--- config.mk ---
export PLATFORM = sky130hd
export DESIGN_NAME = muldiv_unit
export DESIGN_NICKNAME = d
export VERILOG_FILES = /design/src/rtl/muldiv_pkg.sv /design/src/rtl/muldiv_unit.sv
export SDC_FILE = /design/constraint.sdc
export NUM_CORES = 1
export LEC_CHECK = 0
export CAP_MARGIN = 40
export CORE_ASPECT_RATIO = 1.1
export CORE_UTILIZATION = 53
export CTS_CLUSTER_DIAMETER = 120
export DETAILED_ROUTE_END_ITERATION = 6
export PLACE_DENSITY = 0.78
export SKIP_CTS_REPAIR_TIMING = 1
export SKIP_LAST_GASP = 1
export SYNTH_ARGS = -nofsm -noshare
export SYNTH_HDL_FRONTEND = slang
export SYNTH_SLANG_ARGS = --single-unit
--- constraint.sdc ---
create_clock -name clk -period 3.59 [get_ports clk]
set_clock_uncertainty 0.15 [all_clocks]
set_input_delay 0.718 -clock clk [delete_from_list [all_inputs] [get_ports clk]]
set_output_delay 0.718 -clock clk [all_outputs]
set_load 0.01 [all_outputs]
--- src/rtl/muldiv_pkg.sv ---
// Shared encodings for the iterative multiply/divide execute unit.
// Holds the operation codes and the control state enumeration.
package muldiv_pkg;

   localparam logic [1:0] OP_MUL   = 2'b00;
   localparam logic [1:0] OP_MULHU = 2'b01;
   localparam logic [1:0] OP_DIVU  = 2'b10;
   localparam logic [1:0] OP_REMU  = 2'b11;

   typedef enum logic [1:0] {
      IDLE = 2'd0,
      RUN  = 2'd1,
      DONE = 2'd2
   } state_t;

   // The upper opcode bit separates the divide family from the multiply family.
   function automatic logic is_div(input logic [1:0] code);
      return code[1];
   endfunction

endpackage

--- src/rtl/muldiv_unit.sv ---
// Iterative unsigned multiply/divide unit: shift-add multiply and restoring divide.
// One operation in flight, one result bit step per cycle, result written back to the regfile.
module muldiv_unit #(
   parameter int WORD = 32
) (
   input  logic            clk,
   input  logic            rst,
   input  logic            start,
   input  logic [1:0]      op,
   input  logic [WORD-1:0] opa,
   input  logic [WORD-1:0] opb,
   input  logic [4:0]      rd,
   output logic            busy,
   output logic            done,
   output logic [WORD-1:0] result,
   output logic [4:0]      waddr,
   output logic            we
);

   import muldiv_pkg::*;

   localparam int CW = $clog2(WORD) + 1;
   localparam logic [CW-1:0] LAST = CW'(WORD - 1);

   state_t            state;
   state_t            state_next;
   logic [1:0]        op_q;
   logic [WORD-1:0]   opa_q;
   logic [WORD-1:0]   opb_q;
   logic [CW-1:0]     count;
   logic [2*WORD:0]   acc;
   logic [2*WORD:0]   acc_next;
   logic [WORD:0]     mul_sum;
   logic [WORD:0]     rem_shift;
   logic [WORD:0]     rem_trial;
   logic [WORD-1:0]   final_result;
   logic              div_zero;

   assign div_zero = is_div(op) && (opb == '0);

   always_ff @(posedge clk) begin
      if (rst) begin
         state <= IDLE;
      end else begin
         state <= state_next;
      end
   end

   always_comb begin
      state_next = state;
      busy       = 1'b0;
      done       = 1'b0;
      we         = 1'b0;
      unique case (state)
         IDLE: begin
            if (start) begin
               state_next = div_zero ? DONE : RUN;
            end
         end
         RUN: begin
            busy = 1'b1;
            if (count == LAST) begin
               state_next = DONE;
            end
         end
         DONE: begin
            busy       = 1'b1;
            done       = 1'b1;
            we         = (waddr != 5'd0);
            state_next = IDLE;
         end
         default: state_next = IDLE;
      endcase
   end

   // acc is shared: {product} for multiply, {partial remainder, quotient} for divide.
   always_comb begin
      acc_next  = acc;
      mul_sum   = '0;
      rem_shift = '0;
      rem_trial = '0;
      if (is_div(op_q)) begin
         rem_shift = {acc[2*WORD-1:WORD], acc[WORD-1]};
         rem_trial = rem_shift - {1'b0, opb_q};
         if (!rem_trial[WORD]) begin
            acc_next = {rem_trial, acc[WORD-2:0], 1'b1};
         end else begin
            acc_next = {rem_shift, acc[WORD-2:0], 1'b0};
         end
      end else begin
         mul_sum  = {1'b0, acc[2*WORD-1:WORD]} + (acc[0] ? {1'b0, opa_q} : {(WORD+1){1'b0}});
         acc_next = {1'b0, mul_sum, acc[WORD-1:1]};
      end
   end

   // Low half holds the product low word or quotient; high half the product high word or remainder.
   assign final_result = op_q[0] ? acc_next[2*WORD-1:WORD] : acc_next[WORD-1:0];

   always_ff @(posedge clk) begin
      if (rst) begin
         op_q   <= OP_MUL;
         opa_q  <= '0;
         opb_q  <= '0;
         count  <= '0;
         acc    <= '0;
         result <= '0;
         waddr  <= '0;
      end else begin
         unique case (state)
            IDLE: begin
               if (start) begin
                  op_q  <= op;
                  opa_q <= opa;
                  opb_q <= opb;
                  waddr <= rd;
                  count <= '0;
                  acc   <= {{(WORD+1){1'b0}}, (is_div(op) ? opa : opb)};
                  if (div_zero) begin
                     result <= (op == OP_DIVU) ? {WORD{1'b1}} : opa;
                  end
               end
            end
            RUN: begin
               acc   <= acc_next;
               count <= count + CW'(1);
               if (count == LAST) begin
                  result <= final_result;
               end
            end
            default: ;
         endcase
      end
   end

endmodule

Yosys cells after proc, flatten, opt, wreduce, memory -nomap -nowiden. Index checks and enable logic that the tools add are counted.

Input port bits: 74. Register bits: 175. Output and inout bits: 40. Logic and storage cells: 49.

$add $sub $neg: 3. Reductions and logical operators: 10. Mux-type cells: 21. Equal/unequal tests: 7.

Operators with widths (count): 2-to-1 mux 32 bit (7); 2-to-1 mux 64 bit (3); case mux 64 bit (2 select lines) (1); case mux 32 bit (2 select lines) (1); adder 32 x 32 -> 33 bit (1); subtractor 33 x 32 -> 33 bit (1); zero test 32 bit (1); case mux 6 bit (2 select lines) (1); adder 6 x 1 -> 6 bit, second input constant (1); equality test 6 x 5 -> 1 bit, second input constant (1); 2-to-1 mux 2 bit (3); 2-to-1 mux 6 bit (1); inequality test 2 bit, second input constant (3); AND reduction 2 bit (3); nonzero test 5 bit (1); equality test 2 bit, second input constant (2); case mux 2 bit (2 select lines) (1); AND reduction 4 bit (1); 2-to-1 mux 1 bit (3); equality test 2 x 1 -> 1 bit, second input constant (1); zero test 2 bit (1); nonzero test 2 bit (1); OR reduction 2 bit (1); logical AND 1 bit (1).

Depth between registers and ports, before layout. Gate-level depths: netlist (run 1).

Depth after elaboration: 6. Depth in mapped cells: 16. Depth with buffers taken out: 14.

Worst setup path before layout (run 1). Ideal clock, no wire load.

Kind: reg2reg. From: reg acc[0]. To: reg result[15]. Path buffers: 1. Cell stages (with the launch flop): 15. Setup slack: 0.136 ns. Data required time: 3.304 ns. Arrival: 3.168 ns. Clock period less this slack: 3.454 ns. Setup time: 0.136 ns. Path through: dfxtp_1 -> clkbuf_1 -> and2_1 -> ha_1 -> fa_1 -> a211oi_1 -> o211ai_1 -> a41oi_1 -> o21bai_1 -> a221oi_1 -> xor2_1 -> nor2_1 -> a311oi_1 -> a211o_1 -> a31oi_1.

Word-level cells in the longest chain between the ends: 6.

RTL lines: start: declaration (RTL line muldiv_unit.sv:31) `logic [2*WORD:0] acc;`; start signal: assignment (RTL line muldiv_unit.sv:117) `acc <= {{(WORD+1){1'b0}}, (is_div(op) ? opa : opb)};`; start signal: assignment (RTL line muldiv_unit.sv:124) `acc <= acc_next;`; 2-to-1 mux 32 bit (RTL line muldiv_unit.sv:91) `mul_sum = {1'b0, acc[2*WORD-1:WORD]} + (acc[0] ? {1'b0, opa_q} : {(WORD+1){1'b0}});`; adder 32 x 32 -> 33 bit (RTL line muldiv_unit.sv:91); 2-to-1 mux 64 bit (RTL line muldiv_unit.sv:82) `if (is_div(op_q)) begin`; 2-to-1 mux 32 bit (RTL line muldiv_unit.sv:97) `assign final_result = op_q[0] ? acc_next[2*WORD-1:WORD] : acc_next[WORD-1:0];`; 2-to-1 mux 32 bit (RTL line muldiv_unit.sv:126) `if (count == LAST) begin`; case mux 32 bit (2 select lines) (RTL line muldiv_unit.sv:109) `unique case (state)`; end signal: assignment (RTL line muldiv_unit.sv:119) `result <= (op == OP_DIVU) ? {WORD{1'b1}} : opa;`; end signal: assignment (RTL line muldiv_unit.sv:127) `result <= final_result;`; end: declaration (RTL line muldiv_unit.sv:15) `output logic [WORD-1:0] result,`.

Every way passes these cells. The select of a mux whose other input is x is not followed. A chain may end at the register's enable or synchronous reset.

Worst setup path in the final report (run 1).
From: reg acc[31]. To: reg result[3].

Word-level cells in the longest chain between the ends: 6.

RTL lines: subtractor 33 x 32 -> 33 bit (RTL line muldiv_unit.sv:84) `rem_trial = rem_shift - {1'b0, opb_q};`; 2-to-1 mux 64 bit (RTL line muldiv_unit.sv:85) `if (!rem_trial[WORD]) begin`; 2-to-1 mux 64 bit (RTL line muldiv_unit.sv:82); 2-to-1 mux 32 bit (RTL line muldiv_unit.sv:97); 2-to-1 mux 32 bit (RTL line muldiv_unit.sv:126); case mux 32 bit (2 select lines) (RTL line muldiv_unit.sv:109).

Every way passes these cells. The select of a mux whose other input is x is not followed.

==> results of run 1 <==
[path summary, 6_finish.rpt]
kind         slack [ns]                     end  cells past startpoint
max               -0.21  result[3]$_SDFFE_PP0P_                     17
min reg2reg        0.30   opa_q[9]$_SDFFE_PP0P_                      2
max reg2reg       -0.21  result[3]$_SDFFE_PP0P_                     17
min                0.30   opa_q[9]$_SDFFE_PP0P_                      2
[final cells by class]
type,instances,share of cell area [%]
clock buffer,18,2.852
clock inverter,14,0.9506
inverter,53,1.292
multi-input combinational,1316,54.34
sequential,175,22.79
tap,295,2.397
timing repair buffer,267,15.38
[flip-flops by register name, summed over array words and instances, names as in the netlist]
register	flops
acc	64
opa_q	32
opb_q	32
result	32
count	6
waddr	5
op_q	2
state	2
[routing by layer]
| layer | up-vias | global-route usage (%) |
|---|---|---|
| li1 | 6272 | - |
| met1 | 6380 | 52.36 |
| met2 | 867 | 55.89 |
| met3 | 103 | 8.494 |
| met4 | 0 | 11.88 |
| met5 | - | 0 |
[cell usage in the layout, fill, tap and decap left out, types with 6 or more instances in the layout]
cell,instances
nand2_1,252
mux2i_1,40
xor2_1,28
nor3_1,29
inv_1,50
a31oi_1,15
and3_1,10
nand3_1,16
o21bai_1,8
nor4_1,11
a22o_1,8
dfxtp_1,172
ha_1,66
a211oi_1,67
nor2_1,128
buf_4,144
clkbuf_16,17
a21oi_1,199
clkdlybuf4s50_1,111
o211ai_1,24
nor2b_1,37
o31ai_1,9
and2_1,42
o21ai_1,13
xnor2_1,30
o21ai_2,8
a21oi_2,6
a21o_1,32
nand4_1,12
o21a_1,11
o21ai_0,89
a211o_1,8
a211oi_2,6
[critical path, cell delays in order, from the launching register on]
cell and delay, ns:
dfxtp_2 0.33, inv_2 0.06, ha_4 0.14, inv_2 0.04
fa_2 0.40, a211oi_2 0.28, o21ai_2 0.12, a21bo_1 0.26
a21bo_4 0.25, a221oi_4 0.42, xor2_2 0.15, buf_12 0.17
buf_8 0.13, buf_4 0.14, o311ai_4 0.28, o21ai_1 0.13
buf_4 0.20, a21oi_2 0.10
[where the power goes]
part	switching (mW)	internal (mW)	leakage, nW
Clock	0.935	0.948	0.290
Combinational	1.25	0.840	4.45
Sequential	0.133	2.09	1.43
[per-stage QoR]
stage          cells  setup WS (ns)  TNS, ns
2_1_floorplan   1651         0.1362        0
3_3_place_gp    2091        -0.3801   -6.775
3_5_place_dp    2091        -0.3977   -8.671
4_1_cts         2123        -0.2387   -4.301
5_1_grt         2138        -0.3286   -10.29
6_report        2138        -0.2132   -3.487
[logic make-up (layout without fill, tap and decap cells)]
| family | Yosys count | count (layout) | share of synthesized area (%) |
|---|---|---|---|
| AO/OA/AOI/OAI | 567 | 567 | 29.34 |
| flip-flops | 175 | 175 | 28.78 |
| adder cells (fa/ha/maj) | 70 | 70 | 7.318 |
| XOR/XNOR | 60 | 60 | 4.317 |
| multiplexers | 47 | 47 | 4.018 |
| AND/OR/NAND/NOR | 572 | 572 | 21.14 |
| buffers and inverters | 160 | 352 | 5.087 |
==> flow_summary.yaml, run 1 <==
hold_path:
  hp-class: "register to register"
  min_from: "opa_q[9]$_SDFFE_PP0P_"
placement:
  placed_area_um2: 14380
  finalWeightedCongestion: 0.9673
  hpwl_um: 33080
  portBuffers: 113
timing:
  setup_violations: 43
  clock.fmax_mhz: 262.9
  hold_viol: 0
  relSlewSlack_pct: 41.78
  maxSlewViolCount: 0
  tightest_slew_ns: 0.8733
  period_minus_slack_ns: 3.803
  rsz0062_at_grt: "true"
  worst_slack_ns: -0.2132
  min_period_over_period_pct: 105.9
  holdWs_ns: 0.3029
yosys:
  synthArstFlopShare_pct: 0
  ys.flop_type: "dfxtp_1"
  synth.area.top_cells: "dfxtp_1 (29%), a21oi_1 (8.4%), nand2_1 (8.0%), ha_1 (7.0%), a211oi_1 (4.5%)"
  syn_inst: 1651
  syn_area_um2: 12170
  syn_nets: 1795
  yosysWarnings: 0
  synth_cell_types: 72
  synth_area_per_cell_um2: 7.374
  seq_area_frac_synth_pct: 28.78
  synth-seq-cells: 175
  synth_top_area_share_pct: 28.78
  yosysTopAreaCell: "dfxtp_1"
  netlist_top_cells_count: "nand2_1 (258), a21oi_1 (204), dfxtp_1 (175), nor2_1 (129), o21ai_0 (106)"
  synth.most_common_cell: "nand2_1"
  synth-edff-count: 0
drt:
  highest_layer: "met4"
  postRouteAntennaNets: 0
  wl_met2_um: 19530
  drt_pass1_iterations: 6
  drt_wl_total_um: 45210
  wl_met1_um: 19130
  first_iter_violations: 1784
  drc: 0
  met3WireLength_um: 5312
  post_drt_via_cell_ratio: 6.371
  vias: 13620
  wire_per_inst_um: 21.15
pwr:
  power.total_mw: 6.193
  power.density_nw_per_um2: 402.1
  p_leak_nw: 6.172
  ir_worst_vdd_uv: 364.4
critical_path:
  rr_startpoint: "acc[31]$_SDFFE_PP0P_"
  critPathLaunchType: "register"
  critPathLaunch: "acc[31]$_SDFFE_PP0P_"
  crit_arrival_ns: 4.04
  path_class: "register to register"
  crit_required_ns: 3.82
  crit_fanout: 6
  critPathCaptureType: "register"
cts:
  cts_max_level: 4
  cts.sinks: 175
  clock_latency_ns: 0.44
  root_buffer: "clkbuf_16"
  clkTransAtPathRegs_ns: 0.07
  cts_tree: "done"
  clockBufferDepth: 2
  cts_buffers: 17
final_layout:
  final_util_pct: 68.99
  syn_to_final_growth_pct: 26.50
  antennaDiodeCount: 0
  layout-drive-gt1-share_pct: 14.27
  seqCellArea_um2: 3510
  design_area_um2: 15400
  fin_nets: 1974
  multiInputGateArea_um2: 8368
  n_fill_cell: 1824
outcome:
  status: "finished, violations left"
  violations: "setup timing"
die:
  core_um2: 22320
  die_x_um: 146.5
  start_util_pct: 54.54
  die_h_um: 161.0
  rows: 57
  die-area_um2: 23580
  io_pins: 114
grt:
  grt_pass1_vias: 12290
  grt_pass1_wl_um: 68500
  grt_usage_pct: 37.18
  antenna_found_initial: 0
  grt_max_degree: 73
  overflow: 0
run:
  drv_cap: 0
Note: power is estimated with default switching activity, not from simulation.
==> inputs of run 2 (changes only) <==
- GPL_TIMING_DRIVEN: not set -> 1
==> results of run 2 <==
No change in the layout: final DEF, timing and power equal those of run 1.
